===== config.mk =====
export PLATFORM = sky130hd
export DESIGN_NAME = oclib_csr_axil_bridge
export DESIGN_NICKNAME = d
export VERILOG_FILES = /design/src/rtl/oclib_csr_axil_bridge.sv
export SDC_FILE = /design/constraint.sdc
export NUM_CORES = 1
export LEC_CHECK = 0
export ABC_CLOCK_PERIOD_IN_PS = 4500
export CAP_MARGIN = 0
export CELL_PAD_IN_SITES_DETAIL_PLACEMENT = 2
export CELL_PAD_IN_SITES_GLOBAL_PLACEMENT = 2
export CORE_UTILIZATION = 23
export CTS_CLUSTER_DIAMETER = 50
export DETAILED_ROUTE_END_ITERATION = 6
export GPL_TIMING_DRIVEN = 0
export MAX_ROUTING_LAYER = met4
export PLACE_DENSITY = 0.87
export SYNTH_ARGS = -nofsm -noshare
export SYNTH_HDL_FRONTEND = slang
export SYNTH_SLANG_ARGS = --single-unit

===== constraint.sdc =====
create_clock -name clock -period 4.5 [get_ports clock]
set_input_delay 0.9 -clock clock [delete_from_list [all_inputs] [get_ports clock]]
set_output_delay 0.9 -clock clock [all_outputs]
set_load 0.02 [all_outputs]

===== src/rtl/oclib_csr_axil_bridge.sv =====
// CSR-to-AXI-Lite manager bridge, 32- or 64-bit data, one transaction in flight.
// AW and W retire independently; hung slaves are abandoned after TimeoutCycles.
module oclib_csr_axil_bridge #(
  parameter int DataWidth     = 32,
  parameter int AddressWidth  = 32,
  parameter int TimeoutCycles = 4096
) (
  input  logic                    clock,
  input  logic                    reset,
  input  logic                    csr_read,
  input  logic                    csr_write,
  input  logic [AddressWidth-1:0] csr_address,
  input  logic [DataWidth-1:0]    csr_wdata,
  output logic                    csr_ready,
  output logic                    csr_error,
  output logic [DataWidth-1:0]    csr_rdata,
  output logic [AddressWidth-1:0] axil_awaddr,
  output logic                    axil_awvalid,
  input  logic                    axil_awready,
  output logic [DataWidth-1:0]    axil_wdata,
  output logic [DataWidth/8-1:0]  axil_wstrb,
  output logic                    axil_wvalid,
  input  logic                    axil_wready,
  input  logic [1:0]              axil_bresp,
  input  logic                    axil_bvalid,
  output logic                    axil_bready,
  output logic [AddressWidth-1:0] axil_araddr,
  output logic                    axil_arvalid,
  input  logic                    axil_arready,
  input  logic [DataWidth-1:0]    axil_rdata,
  input  logic [1:0]              axil_rresp,
  input  logic                    axil_rvalid,
  output logic                    axil_rready
);

  if (DataWidth != 32 && DataWidth != 64) begin : g_bad_width
    $error("oclib_csr_axil_bridge: DataWidth must be 32 or 64");
  end

  localparam int CntW = (TimeoutCycles > 1) ? $clog2(TimeoutCycles) : 1;

  typedef enum logic [2:0] {IDLE, WADDR, WRESP, RADDR, RDATA, DONE, DRAIN} state_t;

  state_t                  state, state_d;
  logic [AddressWidth-1:0] addr_q;
  logic [DataWidth-1:0]    wdata_q;
  logic [DataWidth-1:0]    rdata_q;
  logic                    err_q;
  logic                    is_read;
  logic                    aw_done;
  logic                    w_done;
  logic [CntW-1:0]         tmo_cnt;
  logic                    busy;
  logic                    tmo_hit;
  logic                    aw_hs;
  logic                    w_hs;

  assign busy    = (state == WADDR) || (state == WRESP) || (state == RADDR) || (state == RDATA);
  assign tmo_hit = (TimeoutCycles > 0) && busy && (tmo_cnt == CntW'(TimeoutCycles - 1));
  assign aw_hs   = axil_awvalid && axil_awready;
  assign w_hs    = axil_wvalid && axil_wready;

  always_ff @(posedge clock) begin
    if (reset) state <= IDLE;
    else       state <= state_d;
  end

  always_comb begin
    state_d = state;
    unique case (state)
      IDLE: begin
        if (csr_read && csr_write) state_d = DONE;
        else if (csr_write)        state_d = WADDR;
        else if (csr_read)         state_d = RADDR;
      end
      WADDR: begin
        if (tmo_hit)                                      state_d = DONE;
        else if ((aw_done || aw_hs) && (w_done || w_hs)) state_d = WRESP;
      end
      WRESP:   if (tmo_hit || axil_bvalid) state_d = DONE;
      RADDR: begin
        if (tmo_hit)           state_d = DONE;
        else if (axil_arready) state_d = RDATA;
      end
      RDATA:   if (tmo_hit || axil_rvalid) state_d = DONE;
      DONE:    state_d = DRAIN;
      DRAIN:   if (!csr_read && !csr_write) state_d = IDLE;
      default: state_d = IDLE;
    endcase
  end

  // A timeout drops valids/readys without a handshake to walk away from a hung slave.
  always_comb begin
    axil_awvalid = (state == WADDR) && !aw_done && !tmo_hit;
    axil_wvalid  = (state == WADDR) && !w_done && !tmo_hit;
    axil_bready  = (state == WRESP) && !tmo_hit;
    axil_arvalid = (state == RADDR) && !tmo_hit;
    axil_rready  = (state == RDATA) && !tmo_hit;
    axil_awaddr  = addr_q;
    axil_araddr  = addr_q;
    axil_wdata   = wdata_q;
    axil_wstrb   = '1;
    csr_ready    = (state == DONE);
    csr_error    = (state == DONE) && err_q;
    csr_rdata    = ((state == DONE) && !is_read) ? '0 : rdata_q;
  end

  always_ff @(posedge clock) begin
    if (reset) begin
      addr_q  <= '0;
      wdata_q <= '0;
      rdata_q <= '0;
      err_q   <= 1'b0;
      is_read <= 1'b0;
      aw_done <= 1'b0;
      w_done  <= 1'b0;
      tmo_cnt <= '0;
    end else begin
      if (state == IDLE) begin
        tmo_cnt <= '0;
        aw_done <= 1'b0;
        w_done  <= 1'b0;
        if (csr_read || csr_write) begin
          addr_q  <= csr_address;
          wdata_q <= csr_wdata;
          err_q   <= csr_read && csr_write;
          is_read <= csr_read && !csr_write;
        end
      end else if (busy) begin
        tmo_cnt <= tmo_cnt + CntW'(1);
      end
      if (aw_hs) aw_done <= 1'b1;
      if (w_hs)  w_done  <= 1'b1;
      if (tmo_hit) begin
        err_q <= 1'b1;
      end else if (axil_bvalid && axil_bready) begin
        err_q <= (axil_bresp != 2'b00);
      end else if (axil_rvalid && axil_rready) begin
        err_q   <= (axil_rresp != 2'b00);
        rdata_q <= axil_rdata;
      end
    end
  end

endmodule


## Word level (Yosys, flattened, before mapping)

Index checks and enable logic that the tools add are counted.

- Register bits: 115
- Latch bits: 0
- Memory bits (writable): 0
- Memory bits (read-only): 0
- Input bits: 109
- Output and inout port bits: 139
- Memories: 0

- Add/subtract/negate cells: 1
- $mul: 0
- Div/mod/pow operators: 0
- Order comparisons: 0
- Eq/ne operators: 13
- Shift-type cells: 0
- Mux-type cells: 20
- Bitwise logic cells: 2
- Reduce and logical (&&, ||, !) cells: 44

Operator list:

| cell | number |
|---|---|
| two-way mux 32 bit | 1 |
| two-way mux 3 bit | 10 |
| case mux 3 bit (7 select lines) | 1 |
| logical AND 1 bit | 18 |
| adder 12 x 1 -> 12 bit, second input constant | 1 |
| == test 12 bit, second input constant | 1 |
| == test 3 bit, second input constant | 3 |
| logical OR 1 bit | 8 |
| two-way mux 1 bit | 8 |
| nonzero test 2 bit | 4 |
| nonzero test 4 bit | 2 |
| == test 3 x 2 -> 1 bit, second input constant | 2 |
| logical NOT 1 bit | 6 |
| AND reduction 6 bit | 1 |
| != test 2 bit, second input constant | 2 |
| != test 4 bit, second input constant | 1 |
| AND reduction 2 bit | 2 |
| == test 3 x 1 -> 1 bit, second input constant | 1 |
| logical NOT 3 bit | 1 |
| != test 3 x 2 -> 1 bit, second input constant | 1 |
| != test 3 bit, second input constant | 1 |
| AND reduction 3 bit | 1 |
| != test 2 x 1 -> 1 bit, second input constant | 1 |
| NOT 1 bit | 2 |
| OR reduction 2 bit | 1 |

## Longest topological paths before layout

Gate-level depths: netlist of run 1.

- Word-level depth: 13
- Gate-level depth with buffers: 7

## Worst setup path before layout of run 1

Ideal clock, no wire load.

- Kind: reg2out
- Start point: register tmo_cnt[0]
- End point: output axil_arvalid
- Data arrival time: 1.612 ns
- Setup slack: 1.988 ns
- Cell stages (with the launch flop): 6
- Path through: dfxtp_1 -> ha_1 -> and3_1 -> and4_1 -> buf_6 -> nor3b_1

- Cells in the longest elaborated chain, start to end: 4

Ends and longest elaborated chain:

| item | line | RTL |
|---|---|---|
| start: declaration | 52 | `logic [CntW-1:0] tmo_cnt;` |
| start signal: assignment | 130 | `tmo_cnt <= tmo_cnt + CntW'(1);` |
| == test 12 bit | 59 | `assign tmo_hit = (TimeoutCycles > 0) && busy && (tmo_cnt == CntW'(TimeoutCycles - 1));` |
| logical AND 1 bit | 59 |  |
| logical NOT 1 bit | 97 | `axil_arvalid = (state == RADDR) && !tmo_hit;` |
| logical AND 1 bit | 97 |  |
| end: declaration | 28 | `output logic axil_arvalid,` |

Every way passes these cells.

## Final worst setup path of run 1

- Start point: register state[0]
- End point: output csr_rdata[15]

- Cells in the longest elaborated chain, start to end: 3

Ends and longest elaborated chain:

| item | line | RTL |
|---|---|---|
| start: declaration | 44 | `state_t state, state_d;` |
| start signal: assignment | 65 | `else state <= state_d;` |
| == test 3 bit | 105 | `csr_rdata = ((state == DONE) && !is_read) ? '0 : rdata_q;` |
| logical AND 1 bit | 105 |  |
| two-way mux 32 bit | 105 |  |
| end: declaration | 16 | `output logic [DataWidth-1:0] csr_rdata,` |

Every way passes these cells.

==> impl_metrics.yaml, run 1 <==
power_and_ir_drop:
  clockPowerShare_pct: 26.8
  combPwrFrac_pct: 45.1
  ir_drop_mv: 0.2351
  power_per_cell_area_nw_per_um2: 593.1
  intPower_uw: 2987
  p_leak_uw: 0.003377
  sequentialPowerShare_pct: 28.1
  swShare_pct: 39.27
  switchingPower_uw: 1932
sta:
  finalSetupViolations: 0
  worst_slew_pin_slew_ps: 654.5
  rsz0062_at_grt: "no"
  final_critical_path_setup_slack_ps: 864.9
  fin_worst_skew_ps: 5.329
  hold_viol_final: 0
  worst_slew_margin_rel_pct: 56.37
  layout_worst_path_cycle_share_pct: 80.78
  fin_crit_ps: 3635
  achievable-frequency_mhz: 275.1
  totalNegativeSetupSlack_ps: 0
  number_of_pins_with_negative_max_slew_slack_in_the_final_report: 0
  finalHoldWorstSlack_ps: 455.6
synthesis:
  syn_inst: 592
  synth_top_area_share_pct: 46.57
  async_flop_share_pct: 0
  largest_cells_by_area_after_synthesis: "dfxtp_1 47%, nand2_1 11%, a21oi_1 7.2%"
  synth_enable_flop_cells: 0
  ys_dominant_reg_cell: "dfxtp_1"
  unique_masters_post_synth: 50
  yosys.area.top_type: "dfxtp_1"
  yosysWarningCount: 0
  synth-seq-cells: 115
  synthesis.area_per_instance_um2: 8.350
  synth_sequential_area_ratio_pct: 46.57
  post_syn_area_um2: 4943
layout:
  areaGrowthSynthToFinish_pct: 67.75
  layout-drive-gt1-share_pct: 10.82
  fillers: 2345
  finalNetCount: 966
  layout.cells.most_common_list: "242 x clkdlybuf4s50_1, 141 x nand2_1, 115 x dfxtp_1, 71 x a21oi_1, 50 x nor2_1"
  layout_commonest_cell: "clkdlybuf4s50_1"
global_routing:
  first_global_vias: 5473
  grt_pass1_wl_mm: 29.39
  gr-total-overflow: 0
  pin_count_of_the_biggest_net_entering_global_routing: 17
  antenna_found_initial: 1
  gr-usage-all-layers_pct: 17.99
outcome:
  status: "finished, final reports clean"
critical_path:
  cp-start-kind: "register"
  r2r_slack_ps: 2220
  end_kind: "output port"
  timing.critical_path.arrival_ps: 2740
  timing.setup.critical_path_class: "reg2out"
  worstPathMaxFanout: 10
  critical_path_required_ps: 3600
routing:
  route.antenna.remaining_nets: 0
  drc_errors: 0
  dr_total_vias: 5079
  avgRoutedWirePerCell_um: 16.53
  drt_wl_total_mm: 18.93
  drt_first_pass_iters: 4
  post_drt_via_cell_ratio: 4.436
  detailedRoute.firstIterationViolations: 90
floorplanning:
  die_height_um: 148.6
  floorplan.io_pins: 248
  core_um2: 21020
  floorplan.initialDensity_pct: 23.52
  dieWidth_um: 148.6
  row_count: 53
  die_area_um2: 22080
clocking:
  cts_num_sinks: 115
  post_cts.repair.setup_buffers: 0
  cts_resized: 0
  insertion_delay_ps: 410
  clock_pin_slew_on_the_worst_setup_and_hold_paths_ps: 60
  htree_num_levels: 4
  holdBufCountCts: 0
  cts_buffer_depth: 2
  clock_tree_from_tritoncts: "done"
  tritoncts.num_buffers: 17
  clk_root_buffer_cell: "clkbuf_16"
hold_path:
  worstHoldPathType: "reg2reg"
placement:
  place_hpwl_mm: 14.73
  gp_congestion: 0.7493
  port-buffer-count: 242
  place_ws_ps: 1205
job:
  max_cap_violations: 0
==> power groups by stage <==
stage / Sequential (uW) / Clock (uW) / Combinational (uW)
after global routing: 1410 / 1410 / 2410
final: 1380 / 1320 / 2220
after CTS: 1390 / 1360 / 2270
after global placement: 1390 / 0 / 2210
after detailed placement: 1410 / 0 / 2260
after floorplan: 1550 / 0 / 1100
==> per-layer routing <==
metal  wire length [um]  global-route usage (%)  part of all wire [%]  up-vias
met1               7522                   18.90                    40     2465
met2               9889                   32.66                    52      161
met3               1273                   5.123                   6.7       18
li1                   -                       -                     -     2435
met4                243                   4.742                   1.3        0
met5                  0                       -                     0        -
==> sequential cells by signal, indices dropped and copies added, names as in the netlist, 3 cells and up <==
name	flops
axil_araddr	32
axil_wdata	32
rdata_q	32
tmo_cnt	12
state	3
==> worst paths after layout <==
path            startpoint  depth (start not counted)             to
min reg2reg  axil_wdata[0]                          2  axil_wdata[0]
max reg2reg       state[0]                          6  axil_wdata[6]
max               state[0]                          6  csr_rdata[15]
min          axil_wdata[0]                          2  axil_wdata[0]
==> critical path: stages (launching register included) <==
cell	delay, ps
dfxtp_1	450
buf_2	260
nand2_1	120
nor3_2	320
clkbuf_1	460
nor2b_1	100
clkdlybuf4s50_1	600
==> cells in the mapped netlist (2+ instances only) <==
master,number
nand3b_1,2
a21oi_1,71
or3_1,6
dfxtp_1,115
nand2b_1,4
xor2_1,5
buf_4,39
nor2b_1,32
nand3_1,4
o21ai_0,8
nor3_2,2
nor2_1,50
xnor2_1,3
inv_1,2
clkbuf_1,22
nor3b_1,3
a211o_1,3
nand2_1,141
and3_1,3
buf_2,11
mux2i_1,34
nor3_1,4
==> kinds of logic after synthesis <==
family / after synthesis / share of synthesized area (%)
other: 1 / 0.07586
XOR/XNOR: 8 / 1.417
flip-flops: 115 / 46.57
adder cells (fa/ha/maj): 1 / 0.2531
AO/OA/AOI/OAI: 93 / 10.23
multiplexers: 34 / 6.884
AND/OR/NAND/NOR: 265 / 25.49
buffers and inverters: 75 / 9.086
==> final cells by class <==
| cell class | count | area [um2] | area share, % |
|---|---|---|---|
| diodes | 1 | 2.502 | 0.03018 |
| plain buffers | 73 | 441.7 | 5.326 |
| clock buffers | 18 | 439.2 | 5.296 |
| clock inverters | 14 | 130.1 | 1.569 |
| inverters | 2 | 7.507 | 0.09053 |
| multi-input cells | 405 | 2203 | 26.57 |
| flip-flops and latches | 115 | 2302 | 27.76 |
| well taps | 275 | 344.1 | 4.149 |
| repair buffers | 242 | 2422 | 29.21 |
==> through the flow <==
step                      util [%]  cell area, um2  instances  power (uW)
after floorplan                  -            4955        595        2656
final                        39.45            8293       1145        4918
after global routing         39.45            8293       1145        5226
after detailed placement     36.73            7721       1112        3671
after CTS                    39.44            8290       1144        5014
after global placement       36.73            7721       1112        3598
Note: power is estimated with default switching activity, not from simulation.
==> inputs of run 2 (changes only) <==
==> config.mk (replaced) <==
export PLATFORM = sky130hd
export DESIGN_NAME = oclib_csr_axil_bridge
export DESIGN_NICKNAME = d
export VERILOG_FILES = /design/src/rtl/oclib_csr_axil_bridge.sv
export SDC_FILE = /design/constraint.sdc
export NUM_CORES = 1
export LEC_CHECK = 0
export ABC_CLOCK_PERIOD_IN_PS = 3300
export CAP_MARGIN = 0
export CELL_PAD_IN_SITES_DETAIL_PLACEMENT = 2
export CELL_PAD_IN_SITES_GLOBAL_PLACEMENT = 2
export CORE_UTILIZATION = 19
export CTS_CLUSTER_DIAMETER = 50
export DETAILED_ROUTE_END_ITERATION = 6
export GPL_TIMING_DRIVEN = 0
export MAX_ROUTING_LAYER = met4
export PLACE_DENSITY = 0.78
export SYNTH_ARGS = -nofsm -noshare
export SYNTH_HDL_FRONTEND = slang
export SYNTH_SLANG_ARGS = --single-unit
==> constraint.sdc (replaced) <==
create_clock -name clock -period 3.3 [get_ports clock]
set_input_delay 0.66 -clock clock [delete_from_list [all_inputs] [get_ports clock]]
set_output_delay 0.66 -clock clock [all_outputs]
set_load 0.02 [all_outputs]
==> impl_metrics.yaml, run 2 (synthesis gave the netlist of run 1 again) <==
layout:
  areaGrowthSynthToFinish_pct: 70.13
  layout-drive-gt1-share_pct: 11.38
  layout.cells.most_common_list: "242 x clkdlybuf4s50_1, 141 x nand2_1, 115 x dfxtp_1, 71 x a21oi_1, 50 x nor2_1"
  finalNetCount: 967
  fin_cells: 1201
  layout_commonest_cell: "clkdlybuf4s50_1"
outcome:
  status: "finished, final reports clean"
clocking:
  clock_pin_slew_on_the_worst_setup_and_hold_paths_ps: 60
  cts_buffer_depth: 2
  htree_num_levels: 4
  insertion_delay_ps: 410
  cts_num_sinks: 115
  tritoncts.num_buffers: 17
  clock_tree_from_tritoncts: "done"
  clk_root_buffer_cell: "clkbuf_16"
floorplanning:
  die_height_um: 163.3
  floorplan.initialDensity_pct: 19.52
  floorplan.io_pins: 248
  core_um2: 25330
  row_count: 58
  dieWidth_um: 163.3
  die_area_um2: 26670
sta:
  totalNegativeSetupSlack_ps: 0
  rsz0062_at_grt: "no"
  hold_viol_final: 0
  achievable-frequency_mhz: 320.2
  number_of_pins_with_negative_max_slew_slack_in_the_final_report: 0
  fin_worst_skew_ps: 12.25
  worst_slew_pin_slew_ps: 756.6
  layout_worst_path_cycle_share_pct: 94.65
  finalSetupViolations: 0
  fin_crit_ps: 3123
  worst_slew_margin_rel_pct: 49.56
power_and_ir_drop:
  p_leak_uw: 0.003412
  power_uw: 6819
  power_per_cell_area_nw_per_um2: 810.7
  ir_drop_mv: 0.2463
routing:
  detailedRoute.firstIterationViolations: 162
  drt_wl_total_mm: 19.23
  drc_errors: 0
  avgRoutedWirePerCell_um: 16.01
  post_drt_via_cell_ratio: 4.149
  dr_total_vias: 4983
  route.antenna.remaining_nets: 0
  drt_first_pass_iters: 4
global_routing:
  gr-total-overflow: 0
  antenna_found_initial: 0
  gr-usage-all-layers_pct: 15.08
  first_global_vias: 5428
  pin_count_of_the_biggest_net_entering_global_routing: 17
  grt_pass1_wl_mm: 29.61
critical_path:
  critical_path_required_ps: 2640
  cp-start-kind: "register"
  timing.critical_path.arrival_ps: 2460
  timing.setup.critical_path_class: "reg2out"
  end_kind: "output port"
  r2r.worst_path.cells: 6
  worstPathMaxFanout: 10
hold_path:
  min_delay_path_depth: 2
  worstHoldPathType: "reg2reg"
placement:
  gp_congestion: 0.7395
  place_hpwl_mm: 14.68
  dpl.cell_count: 1167
  port-buffer-count: 242
job:
  max_cap_violations: 0
run 2: changes by cell type in the layout (fill, tap and decap cells not counted), sizes merged:
cell	change
buf	+2
inv	+3
clkinvlp	-2
clkinv	-1
clkbuf	-2
bufinv	+1
run 2: area by class of cell:
class	count	area, um2
clock inverter	15	168.9
multi-input combinational	405	2210
clock buffer	17	425.4
tap	330	412.9
fill	2893	16920
antenna	1	2.502
inverter	2	7.507
buffer	73	451.7
sequential	115	2302
timing repair buffer	243	2430
run 2: repair_timing:
item                       in CTS  in global routing
setup endpoints to repair      30                 30
buffers inserted                1                  0
hold buffers                    0                  0
pin swaps                       1                  1
gates resized for setup         5                  5
run 2: critical path: stages (launching register included):
cell,delay [ps]
dfxtp_1,460
buf_2,260
nand2_1,130
nor3_4,270
clkbuf_2,290
nor2b_1,80
clkdlybuf4s50_1,550
run 2: final timing paths:
| path | startpoint | end | slack (ps) |
|---|---|---|---|
| worst max register to register | state[1] | axil_wdata[9] | 970 |
| worst min-delay path | axil_wdata[4] | axil_wdata[4] | 450 |
| worst max-delay path | state[0] | csr_rdata[9] | 180 |
| worst min register to register | axil_wdata[4] | axil_wdata[4] | 450 |
run 2: report_power, final:
group / switching [uW] / internal (uW) / leakage (uW) / total [uW]
Sequential: 217 / 1680 / 0.000939 / 1900
Combinational: 1690 / 1340 / 0.00219 / 3030
Clock: 761 / 1130 / 0.000284 / 1890
run 2: through the flow:
stage | setup slack (ps) | area [um2] | hold slack, ps | util [%]
2_1_floorplan | 1028 | 4955 | 453.2 | -
3_3_place_gp | 138.8 | 7790 | 441.4 | 30.76
3_5_place_dp | 70.77 | 7790 | 450.3 | 30.76
4_1_cts | 17.38 | 8404 | 458.4 | 33.18
5_1_grt | 0.7749 | 8408 | 485.2 | 33.20
6_report | 176.5 | 8411 | 454.2 | 33.21
run 2: per-layer routing:
metal  vias up  routed length (um)  track usage, %
met2       162                9640           26.23
met5         -                   0               -
li1       2442                   -               -
met1      2367                8260           16.80
met4         0                 212           3.951
met3        12                1118           4.241
==> inputs of run 3 (changes only) <==
==> config.mk (replaced) <==
export PLATFORM = sky130hd
export DESIGN_NAME = oclib_csr_axil_bridge
export DESIGN_NICKNAME = d
export VERILOG_FILES = /design/src/rtl/oclib_csr_axil_bridge.sv
export SDC_FILE = /design/constraint.sdc
export NUM_CORES = 1
export LEC_CHECK = 0
export ABC_CLOCK_PERIOD_IN_PS = 3600
export CAP_MARGIN = 0
export CELL_PAD_IN_SITES_DETAIL_PLACEMENT = 2
export CELL_PAD_IN_SITES_GLOBAL_PLACEMENT = 2
export CORE_UTILIZATION = 23
export CTS_CLUSTER_DIAMETER = 50
export DETAILED_ROUTE_END_ITERATION = 6
export GPL_ROUTABILITY_DRIVEN = 0
export GPL_TIMING_DRIVEN = 0
export MAX_ROUTING_LAYER = met4
export PLACE_DENSITY = 0.87
export SYNTH_ARGS = -nofsm -noshare
export SYNTH_HDL_FRONTEND = slang
export SYNTH_SLANG_ARGS = --single-unit
==> constraint.sdc (replaced) <==
create_clock -name clock -period 3.6 [get_ports clock]
set_input_delay 0.54 -clock clock [delete_from_list [all_inputs] [get_ports clock]]
set_output_delay 0.54 -clock clock [all_outputs]
set_load 0.02 [all_outputs]
==> results of run 3 <==
Same layout as run 1 (identical final DEF). Status: finished, final reports clean.
Among the figures that moved: setup slack after placement 1205 ps -> 665.2 ps; setup slack after layout 864.9 ps -> 324.9 ps; register-to-register setup slack 2220 ps -> 1320 ps; total power 4918 uW -> 6148 uW; worst IR drop on VDD 0.2351 mV -> 0.2938 mV
